## src/rtl/sort_ctrl_pkg.sv

```systemverilog
// ============================================================================
// sort_ctrl_pkg : state encodings shared by the sort_ctrl sequencer
// Revision 1.0
// ============================================================================
`default_nettype none

package sort_ctrl_pkg;

   localparam logic [1:0] ST_LOAD = 2'd0;
   localparam logic [1:0] ST_SORT = 2'd1;
   localparam logic [1:0] ST_OUT  = 2'd2;

endpackage

`default_nettype wire

```

## src/rtl/sort_ctrl_gt_unit.sv

```systemverilog
// ============================================================================
// gt_unit : unsigned a > b, taken as the borrow out of the subtraction b - a
// Revision 1.0
// ============================================================================
`default_nettype none

module gt_unit #(
   parameter int N = 8
) (
   input  logic [N-1:0] a,
   input  logic [N-1:0] b,
   output logic         gt
);

   logic [N:0] borrow;

   assign borrow[0] = 1'b0;

   // Ripple borrow chain: only the final borrow is needed, so no difference bits are formed.
   generate
      for (genvar i = 0; i < N; i++) begin : g_borrow
         assign borrow[i+1] = (~b[i] & a[i]) | (~(b[i] ^ a[i]) & borrow[i]);
      end
   endgenerate

   assign gt = borrow[N];

endmodule

`default_nettype wire

```

## src/rtl/sort_ctrl.sv

```systemverilog
// ============================================================================
// sort_ctrl : loads DEPTH words, bubble-sorts them ascending with one shared
//             comparator (early exit on a swap-free pass), then streams them out
// Revision 1.0
// ============================================================================
`default_nettype none

module sort_ctrl #(
   parameter int N     = 8,
   parameter int DEPTH = 4
) (
   input  logic         clk,
   input  logic         rst,
   input  logic         in_valid,
   output logic         in_ready,
   input  logic [N-1:0] in_data,
   output logic         out_valid,
   input  logic         out_ready,
   output logic [N-1:0] out_data,
   output logic         busy
);

   import sort_ctrl_pkg::*;

   localparam int             IW       = $clog2(DEPTH);
   localparam logic [IW-1:0]  IDX_ONE  = IW'(1);
   localparam logic [IW-1:0]  LAST_IDX = IW'(DEPTH - 1);
   localparam logic [IW-1:0]  J_MAX    = IW'(DEPTH - 2);

   logic [1:0]    state_q,  state_d;
   logic [IW-1:0] wr_idx_q, wr_idx_d;
   logic [IW-1:0] rd_idx_q, rd_idx_d;
   logic [IW-1:0] j_q,      j_d;
   logic [IW-1:0] pass_q,   pass_d;
   logic          swap_q,   swap_d;
   logic [N-1:0]  bank_q [DEPTH];
   logic [N-1:0]  bank_d [DEPTH];

   logic [IW-1:0] j_nxt;
   logic          gt;
   logic          last_j;

   assign j_nxt  = j_q + IDX_ONE;
   assign last_j = (j_q == (J_MAX - pass_q));

   gt_unit #(.N(N)) u_gt (
      .a  (bank_q[j_q]),
      .b  (bank_q[j_nxt]),
      .gt (gt)
   );

   assign in_ready  = (state_q == ST_LOAD);
   assign out_valid = (state_q == ST_OUT);
   assign busy      = (state_q == ST_SORT);
   assign out_data  = out_valid ? bank_q[rd_idx_q] : '0;

   always_comb begin
      state_d  = state_q;
      wr_idx_d = wr_idx_q;
      rd_idx_d = rd_idx_q;
      j_d      = j_q;
      pass_d   = pass_q;
      swap_d   = swap_q;
      bank_d   = bank_q;

      case (state_q)
         ST_LOAD: begin
            if (in_valid) begin
               bank_d[wr_idx_q] = in_data;
               if (wr_idx_q == LAST_IDX) begin
                  wr_idx_d = '0;
                  state_d  = ST_SORT;
               end else begin
                  wr_idx_d = wr_idx_q + IDX_ONE;
               end
            end
         end
         ST_SORT: begin
            if (gt) begin
               bank_d[j_q]   = bank_q[j_nxt];
               bank_d[j_nxt] = bank_q[j_q];
            end
            if (last_j) begin
               j_d    = '0;
               swap_d = 1'b0;
               // A swap in this very cycle still counts toward the pass being dirty.
               if (!(swap_q | gt) || (pass_q == J_MAX)) begin
                  state_d = ST_OUT;
                  pass_d  = '0;
               end else begin
                  pass_d = pass_q + IDX_ONE;
               end
            end else begin
               j_d    = j_nxt;
               swap_d = swap_q | gt;
            end
         end
         ST_OUT: begin
            if (out_ready) begin
               if (rd_idx_q == LAST_IDX) begin
                  rd_idx_d = '0;
                  pass_d   = '0;
                  j_d      = '0;
                  state_d  = ST_LOAD;
               end else begin
                  rd_idx_d = rd_idx_q + IDX_ONE;
               end
            end
         end
         default: state_d = ST_LOAD;
      endcase
   end

   always_ff @(posedge clk) begin
      if (rst) begin
         state_q  <= ST_LOAD;
         wr_idx_q <= '0;
         rd_idx_q <= '0;
         j_q      <= '0;
         pass_q   <= '0;
         swap_q   <= 1'b0;
         bank_q   <= '{default: '0};
      end else begin
         state_q  <= state_d;
         wr_idx_q <= wr_idx_d;
         rd_idx_q <= rd_idx_d;
         j_q      <= j_d;
         pass_q   <= pass_d;
         swap_q   <= swap_d;
         bank_q   <= bank_d;
      end
   end

endmodule

`default_nettype wire

```

## config.mk

```make
export PLATFORM = sky130hd
export DESIGN_NAME = sort_ctrl
export DESIGN_NICKNAME = d
export VERILOG_FILES = /design/src/rtl/sort_ctrl_pkg.sv /design/src/rtl/sort_ctrl_gt_unit.sv /design/src/rtl/sort_ctrl.sv
export SDC_FILE = /design/constraint.sdc
export NUM_CORES = 1
export LEC_CHECK = 0
export CORE_MARGIN = 10
export CORE_UTILIZATION = 40
export CTS_BUF_LIST = sky130_fd_sc_hd__clkbuf_4
export CTS_CLUSTER_SIZE = 10
export DETAILED_ROUTE_END_ITERATION = 8
export GPL_ROUTABILITY_DRIVEN = 0
export REMOVE_ABC_BUFFERS = 1
export SETUP_SLACK_MARGIN = 0.5
export SYNTH_ARGS = -nofsm -noshare
export SYNTH_HDL_FRONTEND = slang
export SYNTH_SLANG_ARGS = --single-unit
```

## constraint.sdc

```tcl
create_clock -name clk -period 6.2 [get_ports clk]
set_clock_uncertainty 0.1 [all_clocks]
set_input_delay 1.86 -clock clk [delete_from_list [all_inputs] [get_ports clk]]
set_output_delay 1.86 -clock clk [all_outputs]
set_load 0.01 [all_outputs]
```

==> metrics.md <==
| Metric | Value |
|---|---|
| H-tree level count | 2 |
| Clock tree root driver cell | sky130_fd_sc_hd__clkbuf_4 |
| Portion of the post-synthesis area used by sequential elements | 0.260 |
| Via total after detailed routing | 3048 |
| Hold Slack | 0.396 ns |
| First-pass GRT wire length | 16400 um |
| Post-Syn Instances | 357 |
| I/O pin count | 23 |
| Number of fill cells | 767 |
| CTS Hold Buffers Added | 0 |
| Slew Viols, Final | 0 |
| Maximum vdd ir drop | 0.0612 mV |
| Largest fanout on the critical path | 10 |
| Setup tns final | 0 ns |
| Fraction of final layout cells sized beyond drive strength 1 | 0.127 |
| Gr ovfl total | 0 |
| CP endpoint kind | primary output |
| LEAKAGE | 1.18 nW |
| Post-detail-place hpwl | 6890 um |
| Number of CTS-inserted buffers | 5 |
| Depth of the worst register-to-register path | 11 |
| Share of async-settable or async-resettable flops after synthesis | 0 |
| Top flip-flop cell by instance count after synthesis | sky130_fd_sc_hd__dfxtp_1 |
| Drc violations | 0 |
| Starting utilization of the core area | 0.408 |
| Summed instance area of the synthesized netlist | 3320 sq um |
| RSZ-0062 raised after global routing | no |
| Post-CTS setup repair buffer count | 0 |
| CORE AREA | 8130 sq um |
| Measured slew at the worst slew-check pin | 1.08 ns |
| Final setup viols | 0 |
| Power density over cell area | 175 nW/um^2 |
| Clock insertion delay at the later pin of the skew report | 0.36 ns |
| Met2 Use GR | 0.259 |
| Number of DRC markers in iteration 0 | 344 |
| GR Util All Layers | 0.163 |
| Sum of routed wire length over all layers | 10500 um |
| Slew margin rel. | 0.281 |
| Max Root-Sink Buffers | 2 |
| Port Buf Inserts | 22 |
| Pre-Repair DR Iteration Count | 5 |
| Number of antenna violations at the first check in global routing | 0 |
| Vias in the first global route | 2933 |
| Global-route track usage on met3 | 0.0319 |
| TritonCTS sink count | 43 |
| Result of the run | completed |
| Class of the most critical setup path | reg -> out |
| DIE WIDTH | 111 um |
| MaxCap Viol Count | 0 |
| Number of warnings issued by yosys | 0 |
| Post-synth EDFFs | 0 |
| Clock tree from TritonCTS | built |
| Cell row count | 33 |
| Post-layout nets | 391 |
| Startpoint type of the worst setup path | flop |
| Synthesized flop and latch total | 43 |
| Hold Fails Final Rpt | 0 |
| Diodes inserted | 0 |
| Clock transition at the registers of the reported paths | 0.13 ns |
| Required time of the worst setup path | 4.24 ns |
| Crit path time final | 4.45 ns |
| Highest achievable clock rate | 225 MHz |
| ANT nets after route | 0 |
| Number of cells upsized or downsized after cts | 0 |
| Number of vias per cell after detailed routing | 6.53 |
| Largest net degree at the start of global routing | 41 |
| Die footprint | 12300 sq um |
| Met1 layer usage reported by global route | 0.212 |
| Synth cell types | 40 |
| Period utilization | 0.717 |
| Average instance area after synthesis | 9.29 sq um |
| Hold Path Depth | 1 |
| Worst Hold Class | reg -> reg |
| Die outline height | 111 um |
| Routed wirelength normalized by instance count | 22.5 um |
| Layout overhead on the synthesized area | 9.51% |
| Grt peak-use layer | met2 |
| Arrival time reported for the critical path endpoint | 2.49 ns |
==> critical path, stage by stage (launching register included) <==
cell and delay, ns:
sky130_fd_sc_hd__dfxtp_1 0.89, sky130_fd_sc_hd__mux4_2 0.59, sky130_fd_sc_hd__and2_1 0.17, sky130_fd_sc_hd__clkdlybuf4s50_1 0.48
==> stage by stage <==
stage / area, sq um / util / worst slack [ns] / cells / total power, mW
finish: 3630 / 0.446 / 1.75 / 467 / 0.634
floorplan: 3200 / - / 2.55 / 329 / 0.437
global route: 3630 / 0.446 / 1.54 / 467 / 0.662
global placement: 3580 / 0.441 / 2.14 / 460 / 0.494
detailed placement: 3580 / 0.441 / 2.13 / 460 / 0.497
CTS: 3630 / 0.446 / 1.70 / 467 / 0.635
==> Yosys cell counts, types with 2 or more instances <==
master	count	area [sq um]
sky130_fd_sc_hd__a21oi_1	48	240
sky130_fd_sc_hd__dfxtp_1	43	861
sky130_fd_sc_hd__a32o_1	34	340
sky130_fd_sc_hd__nand2b_1	30	188
sky130_fd_sc_hd__o22ai_1	29	181
sky130_fd_sc_hd__mux4_2	23	518
sky130_fd_sc_hd__clkbuf_1	20	75.1
sky130_fd_sc_hd__ha_1	17	213
sky130_fd_sc_hd__nand2_1	17	63.8
sky130_fd_sc_hd__inv_1	13	48.8
sky130_fd_sc_hd__and2_1	12	75.1
sky130_fd_sc_hd__nor2_1	10	37.5
sky130_fd_sc_hd__nor2b_1	5	31.3
sky130_fd_sc_hd__o21ai_0	5	25.0
sky130_fd_sc_hd__buf_1	4	15.0
sky130_fd_sc_hd__nand3_1	4	20.0
sky130_fd_sc_hd__nor3_1	4	20.0
sky130_fd_sc_hd__o2111ai_2	4	60.1
sky130_fd_sc_hd__o211a_1	4	40.0
sky130_fd_sc_hd__o22ai_2	4	50.1
sky130_fd_sc_hd__buf_2	3	15.0
sky130_fd_sc_hd__mux2_2	3	33.8
sky130_fd_sc_hd__a2111oi_0	2	17.5
sky130_fd_sc_hd__a211o_1	2	17.5
sky130_fd_sc_hd__xnor2_1	2	17.5
==> placed cells by master (no fill, tap or decap), types with 3 or more instances in the layout <==
master / count
sky130_fd_sc_hd__a21oi_1: 48
sky130_fd_sc_hd__dfxtp_1: 43
sky130_fd_sc_hd__a32o_1: 34
sky130_fd_sc_hd__nand2b_1: 30
sky130_fd_sc_hd__o22ai_1: 29
sky130_fd_sc_hd__mux4_2: 23
sky130_fd_sc_hd__clkdlybuf4s50_1: 22
sky130_fd_sc_hd__nand2_1: 17
sky130_fd_sc_hd__ha_1: 17
sky130_fd_sc_hd__inv_1: 13
sky130_fd_sc_hd__and2_1: 12
sky130_fd_sc_hd__nor2_1: 10
sky130_fd_sc_hd__nor2b_1: 5
sky130_fd_sc_hd__o21ai_0: 5
sky130_fd_sc_hd__clkbuf_4: 5
sky130_fd_sc_hd__nand3_1: 4
sky130_fd_sc_hd__nor3_1: 4
sky130_fd_sc_hd__o211a_1: 4
sky130_fd_sc_hd__o2111ai_2: 4
sky130_fd_sc_hd__o22ai_2: 4
sky130_fd_sc_hd__buf_4: 4
sky130_fd_sc_hd__mux2_2: 3
==> layer usage <==
metal  vias to the layer above  wire length (um)
met2                       149              4940
met4                         0               266
li1                       1409                 -
met3                        23               771
met1                      1467              4530
met5                         -                 0
==> cell families after synthesis <==
group,synth area share
AO/OA/AOI/OAI,0.308
XOR/XNOR,0.00528
adder cells (fa/ha/maj),0.0641
buffers and inverters,0.0509
flip-flops,0.260
multiplexers,0.169
AND/OR/NAND/NOR,0.142
==> state kept, by name (all words and copies together) (netlist names) <==
name / flops
bank_q: 32
j_q: 2
pass_q: 2
rd_idx_q: 2
state_q: 2
wr_idx_q: 2
swap_q: 1
==> final cells by class <==
type | count | area (sq um) | share of cell area
Clock buffer | 5 | 37.5 | 0.0103
Tap cell | 105 | 131 | 0.0362
Timing Repair Buffer | 26 | 250 | 0.0689
Inverter | 15 | 56.3 | 0.0155
Clock inverter | 2 | 8.76 | 0.00241
Multi-Input combinational cell | 271 | 2290 | 0.630
Sequential cell | 43 | 861 | 0.237
==> power breakdown <==
part	leakage, nW	switching (mW)	internal, mW	total (mW)
clock	0.0285	0.0976	0.0404	0.138
sequential	0.347	0.00836	0.285	0.294
combinational	0.803	0.122	0.0805	0.202
==> worst paths after layout <==
check | from | endpoint | slack (ns)
worst max-delay path | rd_idx_q[1] | out_data[4] | 1.75
worst min-delay path | pass_q[1] | pass_q[1] | 0.40
worst max register to register | j_q[0] | bank_q[4] | 2.08
worst min register to register | pass_q[1] | pass_q[1] | 0.40
Power figures use the tool's default switching activity.
